<file path="config.mk">
export PLATFORM = sky130hd
export DESIGN_NAME = mdu_riscv
export DESIGN_NICKNAME = d
export VERILOG_FILES = /design/src/rtl/mdu_pkg.sv /design/src/rtl/mdu_div_core.sv /design/src/rtl/mdu_riscv.sv
export SDC_FILE = /design/constraint.sdc
export NUM_CORES = 1
export LEC_CHECK = 0
export CAP_MARGIN = 20
export CORE_MARGIN = 5
export CORE_UTILIZATION = 53
export DETAILED_ROUTE_END_ITERATION = 10
export GPL_ROUTABILITY_DRIVEN = 0
export PLACE_DENSITY = 0.78
export RECOVER_POWER = 25
export REMOVE_ABC_BUFFERS = 1
export SKIP_LAST_GASP = 1
export SLEW_MARGIN = 40
export SYNTH_ARGS = -nofsm -noshare
export SYNTH_HDL_FRONTEND = slang
export SYNTH_SLANG_ARGS = --single-unit
</file>
<file path="constraint.sdc">
create_clock -name clk -period 4.32 [get_ports clk]
set_input_delay 1.08 -clock clk [delete_from_list [all_inputs] [get_ports clk]]
set_output_delay 1.08 -clock clk [all_outputs]
set_load 0.1 [all_outputs]
</file>
<file path="src/rtl/mdu_pkg.sv">
// Shared definitions for the RISC-V M-extension multiply/divide unit.
// Holds the funct3 operation encodings, the FSM state type and small op decoders.
package mdu_pkg;

    typedef enum logic [2:0] {
        OP_MUL    = 3'b000,
        OP_MULH   = 3'b001,
        OP_MULHSU = 3'b010,
        OP_MULHU  = 3'b011,
        OP_DIV    = 3'b100,
        OP_DIVU   = 3'b101,
        OP_REM    = 3'b110,
        OP_REMU   = 3'b111
    } mdu_op_e;

    typedef enum logic [1:0] {
        S_IDLE = 2'b00,
        S_CALC = 2'b01,
        S_DONE = 2'b10
    } state_e;

    function automatic logic is_div(input mdu_op_e op);
        return op[2];
    endfunction

    function automatic logic is_rem(input mdu_op_e op);
        return op[2] & op[1];
    endfunction

endpackage

</file>
<file path="src/rtl/mdu_div_core.sv">
// Restoring divider on unsigned magnitudes, one quotient bit per step.
// quo_c/rem_c expose the values the next step will register.
module mdu_div_core #(
    parameter int unsigned DATA_WIDTH = 32
) (
    input  logic                  clk,
    input  logic                  rst_n,
    input  logic                  start,
    input  logic                  step,
    input  logic [DATA_WIDTH-1:0] dividend,
    input  logic [DATA_WIDTH-1:0] divisor,
    output logic [DATA_WIDTH-1:0] quo_c,
    output logic [DATA_WIDTH-1:0] rem_c
);

    localparam int unsigned W = DATA_WIDTH;

    logic [W-1:0] quo_q;
    logic [W-1:0] rem_q;
    logic [W-1:0] dsor_q;
    logic [W:0]   shifted;
    logic [W:0]   diff;
    logic         fits;

    // Shift in the next dividend bit and try to subtract the divisor.
    always_comb begin
        shifted = {rem_q, quo_q[W-1]};
        diff    = shifted - {1'b0, dsor_q};
        fits    = ~diff[W];
        quo_c   = {quo_q[W-2:0], fits};
        rem_c   = fits ? diff[W-1:0] : shifted[W-1:0];
    end

    always_ff @(posedge clk or negedge rst_n) begin
        if (!rst_n) begin
            quo_q  <= '0;
            rem_q  <= '0;
            dsor_q <= '0;
        end else if (start) begin
            quo_q  <= dividend;
            rem_q  <= '0;
            dsor_q <= divisor;
        end else if (step) begin
            quo_q  <= quo_c;
            rem_q  <= rem_c;
        end
    end

endmodule

</file>
<file path="src/rtl/mdu_riscv.sv">
// Iterative RISC-V M-extension multiply/divide unit with valid/ready handshakes.
// Macro MDU_DIV_EN enables the divider; without it div/rem complete as divide-by-zero.
module mdu_riscv
    import mdu_pkg::*;
#(
    parameter int unsigned DATA_WIDTH = 32
) (
    input  logic                  clk,
    input  logic                  rst_n,
    input  logic                  in_valid,
    output logic                  in_ready,
    input  logic [DATA_WIDTH-1:0] A,
    input  logic [DATA_WIDTH-1:0] B,
    input  logic [2:0]            MDUop,
    output logic                  out_valid,
    input  logic                  out_ready,
    output logic [DATA_WIDTH-1:0] Result,
    output logic                  Zero,
    output logic                  DivByZero
);

    localparam int unsigned W     = DATA_WIDTH;
    localparam int unsigned PW    = 2 * DATA_WIDTH;
    localparam int unsigned CNT_W = $clog2(DATA_WIDTH + 1);
    localparam logic [W-1:0] MOST_NEG = {1'b1, {(W-1){1'b0}}};

    state_e           state_q, state_n;
    logic [CNT_W-1:0] cnt_q, cnt_n;
    mdu_op_e          op_q, op_n;
    logic             neg_q, neg_n;
    logic [W-1:0]     mcand_q, mcand_n;
    logic [PW-1:0]    prod_q, prod_n;
    logic [W-1:0]     result_q, result_n;
    logic             dbz_q, dbz_n;

    mdu_op_e          op_in;
    logic             a_neg, b_neg;
    logic [W-1:0]     a_mag, b_mag;
    logic [W-1:0]     addend;
    logic [W:0]       mul_sum;
    logic [PW-1:0]    prod_step, prod_fin;

    // Signed operands are processed as magnitudes; the sign is restored at the end.
    always_comb begin
        op_in = mdu_op_e'(MDUop);
        a_neg = A[W-1] && (op_in inside {OP_MUL, OP_MULH, OP_MULHSU, OP_DIV, OP_REM});
        b_neg = B[W-1] && (op_in inside {OP_MUL, OP_MULH, OP_DIV, OP_REM});
        a_mag = a_neg ? (~A + W'(1)) : A;
        b_mag = b_neg ? (~B + W'(1)) : B;
    end

    // Shift-add step: multiplier sits in the low half and shifts out as the product grows.
    always_comb begin
        addend    = prod_q[0] ? mcand_q : '0;
        mul_sum   = {1'b0, prod_q[PW-1:W]} + {1'b0, addend};
        prod_step = {mul_sum, prod_q[W-1:1]};
        prod_fin  = neg_q ? (~prod_step + PW'(1)) : prod_step;
    end

`ifdef MDU_DIV_EN
    logic         neg_rem_q, neg_rem_n;
    logic         div_start;
    logic         div_step;
    logic [W-1:0] quo_c, rem_c;
    logic [W-1:0] quo_fin, rem_fin;

    assign div_step = (state_q == S_CALC) && is_div(op_q);
    assign quo_fin  = neg_q ? (~quo_c + W'(1)) : quo_c;
    assign rem_fin  = neg_rem_q ? (~rem_c + W'(1)) : rem_c;

    mdu_div_core #(
        .DATA_WIDTH(W)
    ) u_div (
        .clk      (clk),
        .rst_n    (rst_n),
        .start    (div_start),
        .step     (div_step),
        .dividend (a_mag),
        .divisor  (b_mag),
        .quo_c    (quo_c),
        .rem_c    (rem_c)
    );

    always_ff @(posedge clk or negedge rst_n) begin
        if (!rst_n) neg_rem_q <= 1'b0;
        else        neg_rem_q <= neg_rem_n;
    end
`endif

    always_comb begin
        state_n  = state_q;
        cnt_n    = cnt_q;
        op_n     = op_q;
        neg_n    = neg_q;
        mcand_n  = mcand_q;
        prod_n   = prod_q;
        result_n = result_q;
        dbz_n    = dbz_q;
`ifdef MDU_DIV_EN
        neg_rem_n = neg_rem_q;
        div_start = 1'b0;
`endif
        case (state_q)
            S_IDLE: begin
                if (in_valid) begin
                    op_n  = op_in;
                    neg_n = a_neg ^ b_neg;
                    dbz_n = 1'b0;
                    if (is_div(op_in)) begin
`ifdef MDU_DIV_EN
                        neg_rem_n = a_neg;
                        if (B == '0) begin
                            state_n  = S_DONE;
                            result_n = is_rem(op_in) ? A : '1;
                            dbz_n    = 1'b1;
                        end else if ((op_in inside {OP_DIV, OP_REM}) && (A == MOST_NEG) && (B == '1)) begin
                            state_n  = S_DONE;
                            result_n = (op_in == OP_DIV) ? A : '0;
                        end else begin
                            state_n   = S_CALC;
                            cnt_n     = CNT_W'(W);
                            div_start = 1'b1;
                        end
`else
                        state_n  = S_DONE;
                        result_n = is_rem(op_in) ? A : '1;
                        dbz_n    = 1'b1;
`endif
                    end else begin
                        state_n = S_CALC;
                        cnt_n   = CNT_W'(W);
                        mcand_n = a_mag;
                        prod_n  = {{W{1'b0}}, b_mag};
                    end
                end
            end
            S_CALC: begin
                cnt_n  = cnt_q - CNT_W'(1);
                prod_n = prod_step;
                // Last bit: finish on the edge that drains the counter.
                if (cnt_q == CNT_W'(1)) begin
                    state_n  = S_DONE;
                    result_n = (op_q == OP_MUL) ? prod_fin[W-1:0] : prod_fin[PW-1:W];
`ifdef MDU_DIV_EN
                    if (is_div(op_q)) result_n = is_rem(op_q) ? rem_fin : quo_fin;
`endif
                end
            end
            S_DONE: begin
                if (out_ready) state_n = S_IDLE;
            end
            default: state_n = S_IDLE;
        endcase
    end

    always_ff @(posedge clk or negedge rst_n) begin
        if (!rst_n) begin
            state_q  <= S_IDLE;
            cnt_q    <= '0;
            op_q     <= OP_MUL;
            neg_q    <= 1'b0;
            mcand_q  <= '0;
            prod_q   <= '0;
            result_q <= '0;
            dbz_q    <= 1'b0;
        end else begin
            state_q  <= state_n;
            cnt_q    <= cnt_n;
            op_q     <= op_n;
            neg_q    <= neg_n;
            mcand_q  <= mcand_n;
            prod_q   <= prod_n;
            result_q <= result_n;
            dbz_q    <= dbz_n;
        end
    end

    assign in_ready  = (state_q == S_IDLE);
    assign out_valid = (state_q == S_DONE);
    assign Result    = result_q;
    assign DivByZero = dbz_q;
    assign Zero      = (result_q == '0);

endmodule

</file>
==> flow_metrics.tcl <==
set metrics [dict create \
    critPathCaptureType "register" \
    grt_pass1_vias 10700 \
    cts_buffer_depth 2 \
    wl_mm 35.1 \
    start_kind "register" \
    p_sw_share_pct 53.4 \
    drt-pass1-iter-count 6 \
    yosys-mux-area-fraction_pct 1.06 \
    ctsHoldBuffers 0 \
    pwr-share-seq_pct 23.8 \
    viasPerCell 6.42 \
    fin_crit_sh_pct 97.5 \
    relSlewSlack_pct -22.9 \
    row_count 52 \
    internal_power_mw 4.83 \
    yosysTopAreaCellShare_pct 31.8 \
    slew_viol_final 72 \
    fp.coreArea_um2 20400 \
    clock_sinks 140 \
    postRouteAntennaNets 0 \
    cts_buffers 17 \
    synth_top_family_by_area "compound AO/OA/AOI/OAI gates" \
    skew_ns 0.0154 \
    path_class "reg -> reg" \
    p_per_area_nw_per_um2 796 \
    num_antenna_cells 0 \
    dp_hpwl_mm 26.1 \
    synth_area_leaders "dfrtp_1 32%, o21ai_0 6.4%, xnor2_1 5.6%" \
    grt_pass1_wl_mm 56.5 \
    max-cap-violations 1 \
    grt_max_degree 72 \
    drc_errors 0 \
    rsz0062_at_grt "yes" \
    cpPeakStageDelay_ns 0.48 \
    p_clk_share_pct 14.5 \
    syn_avg_cell_area_um2 7.91 \
    finalSetupViolations 0 \
    cts_max_level 4 \
    clk_latency_ns 0.44 \
    yosys_warnings 0 \
    path_cells "buf_4 -> and2_1 -> ha_2 -> nand4_1 -> nor4_1 -> a22oi_1 -> a21oi_2 -> xnor2_1 -> nand2_1 -> nor4bb_2 -> nand3_1 -> o41ai_1 -> xnor2_1 -> o221ai_1" \
    chipHeight_um 154 \
    synthArstFlopShare_pct 100 \
    path_clk_slew_ns 0.06 \
    dr_total_vias 11300 \
    ys_seq_area_share_pct 31.8 \
    antenna_found_initial 0 \
    peakVddDrop_mv 0.469 \
    synth-compound-area-share_pct 25.6 \
    ys_seq_elements 140 \
    drive_above_1_share_pct 11.1 \
    yosys.area.top_type "dfrtp_1" \
    fillers 1754 \
    root_buffer "clkbuf_16" \
    cts_tree "yes" \
    drt_iter0_markers 1313 \
    ios 107 \
    finalHoldViolCount 0 \
    syn_area_um2 11000 \
    final_util_pct 63.9 \
    cp.required_ns 4.61 \
    multi_input_area_um2 7270 \
    status "finished, violations left" \
    synth_commonest_cells "164 x nand2_1, 140 x dfrtp_1, 140 x o21ai_0" \
    cp_max_fo 30 \
    cp.arrival_ns 4.51 \
    yosys.area_share.simple_pct 22.5 \
    worst_pin_slew_ns 1.84 \
    syn-instance-count 1393 \
    synth-edff-count 0 \
    min_period_ns 4.21 \
    cp_slowest_cell "nor4_1" \
    timing.fmax_ghz 0.237 \
    holdCritPathClass "reg -> reg" \
    dieArea_um2 23800 \
    numPortBuffers 106 \
    violations "capacitance limit, slew limit" \
    die_w_um 154 \
    grt-ovfl-total 0 \
    routedWlPerCell_um 20.0 \
    synth-xor-area-share_pct 11.0 \
    ff_latch_area_um2 3500 \
    grt.total_usage_pct 29.1 \
    p_switching_mw 5.54 \
    power_frac_comb_pct 61.7 \
    total_power_mw 10.4 \
    leakage_nw 5.38 \
    synth_ff_type "dfrtp_1" \
    crit_top_cell "xnor2_1" \
    synth_most_common_cell "nand2_1" \
    synthAdderAreaFrac_pct 4.38 \
    synth.distinct_cells 74 \
    syn_to_final_growth_pct 18.1 \
    initial_utilization_pct 54.1 \
    nNetsFinal 1584 \
]
-- area by class of cell --
cell class              instances  area share, %
inverters                      20          0.577
clock inverters                13           1.19
multi-input cells            1144           55.8
flip-flops and latches        140           26.9
clock buffers                  18           3.37
well taps                     270           2.59
repair buffers                152           9.53
-- worst max-delay path, delay by kind of cell (launching register included) --
family / cells / cell delay [ns]
adder cells (fa/ha/maj): 1 / 0.43
AND/OR/NAND/NOR: 6 / 1.53
XOR/XNOR: 2 / 0.38
flip-flops: 1 / 0.42
AO/OA/AOI/OAI: 4 / 1.06
buffers and inverters: 1 / 0.24
-- kinds of logic (layout without fill, tap and decap cells) --
| group | Yosys count | in the layout |
|---|---|---|
| xor+xnor | 138 | 138 |
| compound gates | 461 | 461 |
| buf+inv | 109 | 203 |
| fa+ha+maj | 38 | 38 |
| simple gates | 496 | 496 |
| mux | 11 | 11 |
| flops | 140 | 140 |
-- metal layers --
metal	track usage [%]	wire length, um
met1	36.9	13900
met2	48.5	16800
met3	5.98	2840
met4	12.0	1600
met5	0	0
-- state kept, by name (all words and copies together) (netlist names) --
register,cells
prod_q,64
Result,32
mcand_q,32
cnt_q,6
op_q,3
state_q,2
neg_q,1
-- per-stage QoR --
stage	cell area, um^2	setup WS, ns	std cells	TNS, ns	hold slack [ns]
after floorplan	10700	0.000981	1304	0	0.438
after global placement	12400	0.244	1722	0	0.456
after detailed placement	12300	0.114	1722	0	0.464
after CTS	12800	0.0625	1753	0	0.479
after global routing	13000	-0.0386	1757	-0.0669	0.501
final	13000	0.108	1757	0	0.475
-- worst paths after layout --
check / from / endpoint / slack (ns) / cells after the start
worst max-delay path: prod_q[0] / Result[31] / 0.11 / 14
min in group asynchronous: rst_n / Result[9] / 1.15 / 1
worst min register to register: mcand_q[31] / mcand_q[31] / 0.47 / 2
max in group asynchronous: rst_n / Result[25] / 1.43 / 2
worst max register to register: prod_q[0] / Result[31] / 0.11 / 14
worst min-delay path: mcand_q[31] / mcand_q[31] / 0.47 / 2
-- timing repair --
action,in CTS,in global routing
hold endpoints to repair,0,0
buffers inserted,0,3
setup endpoints to repair,0,17
resized for setup,0,29
-- cell usage in the layout, fill, tap and decap left out, types with 11 or more instances in the layout --
cell type,count
dfrtp_1,140
a22oi_1,32
o21ai_1,47
clkdlybuf4s50_1,69
inv_1,20
or4_1,12
o31ai_1,23
and2_1,42
nand2_1,164
a21oi_1,94
nand3_1,52
buf_2,35
nor2_1,79
o22ai_1,16
a21o_1,11
xor2_1,65
o21ai_0,139
clkbuf_16,17
or3_1,27
ha_1,34
buf_4,44
nor4_1,20
nor3_1,28
xnor2_1,71
nand4_1,17
-- power groups by stage --
stage | Clock [mW] | Sequential, mW | Combinational [mW]
2_1_floorplan | 0 | 3.42 | 3.40
3_3_place_gp | 0 | 2.45 | 6.14
3_5_place_dp | 0 | 2.46 | 6.09
4_1_cts | 1.51 | 2.45 | 6.15
5_1_grt | 1.58 | 2.53 | 6.86
6_report | 1.50 | 2.47 | 6.39
Note: power is estimated with default switching activity, not from simulation.
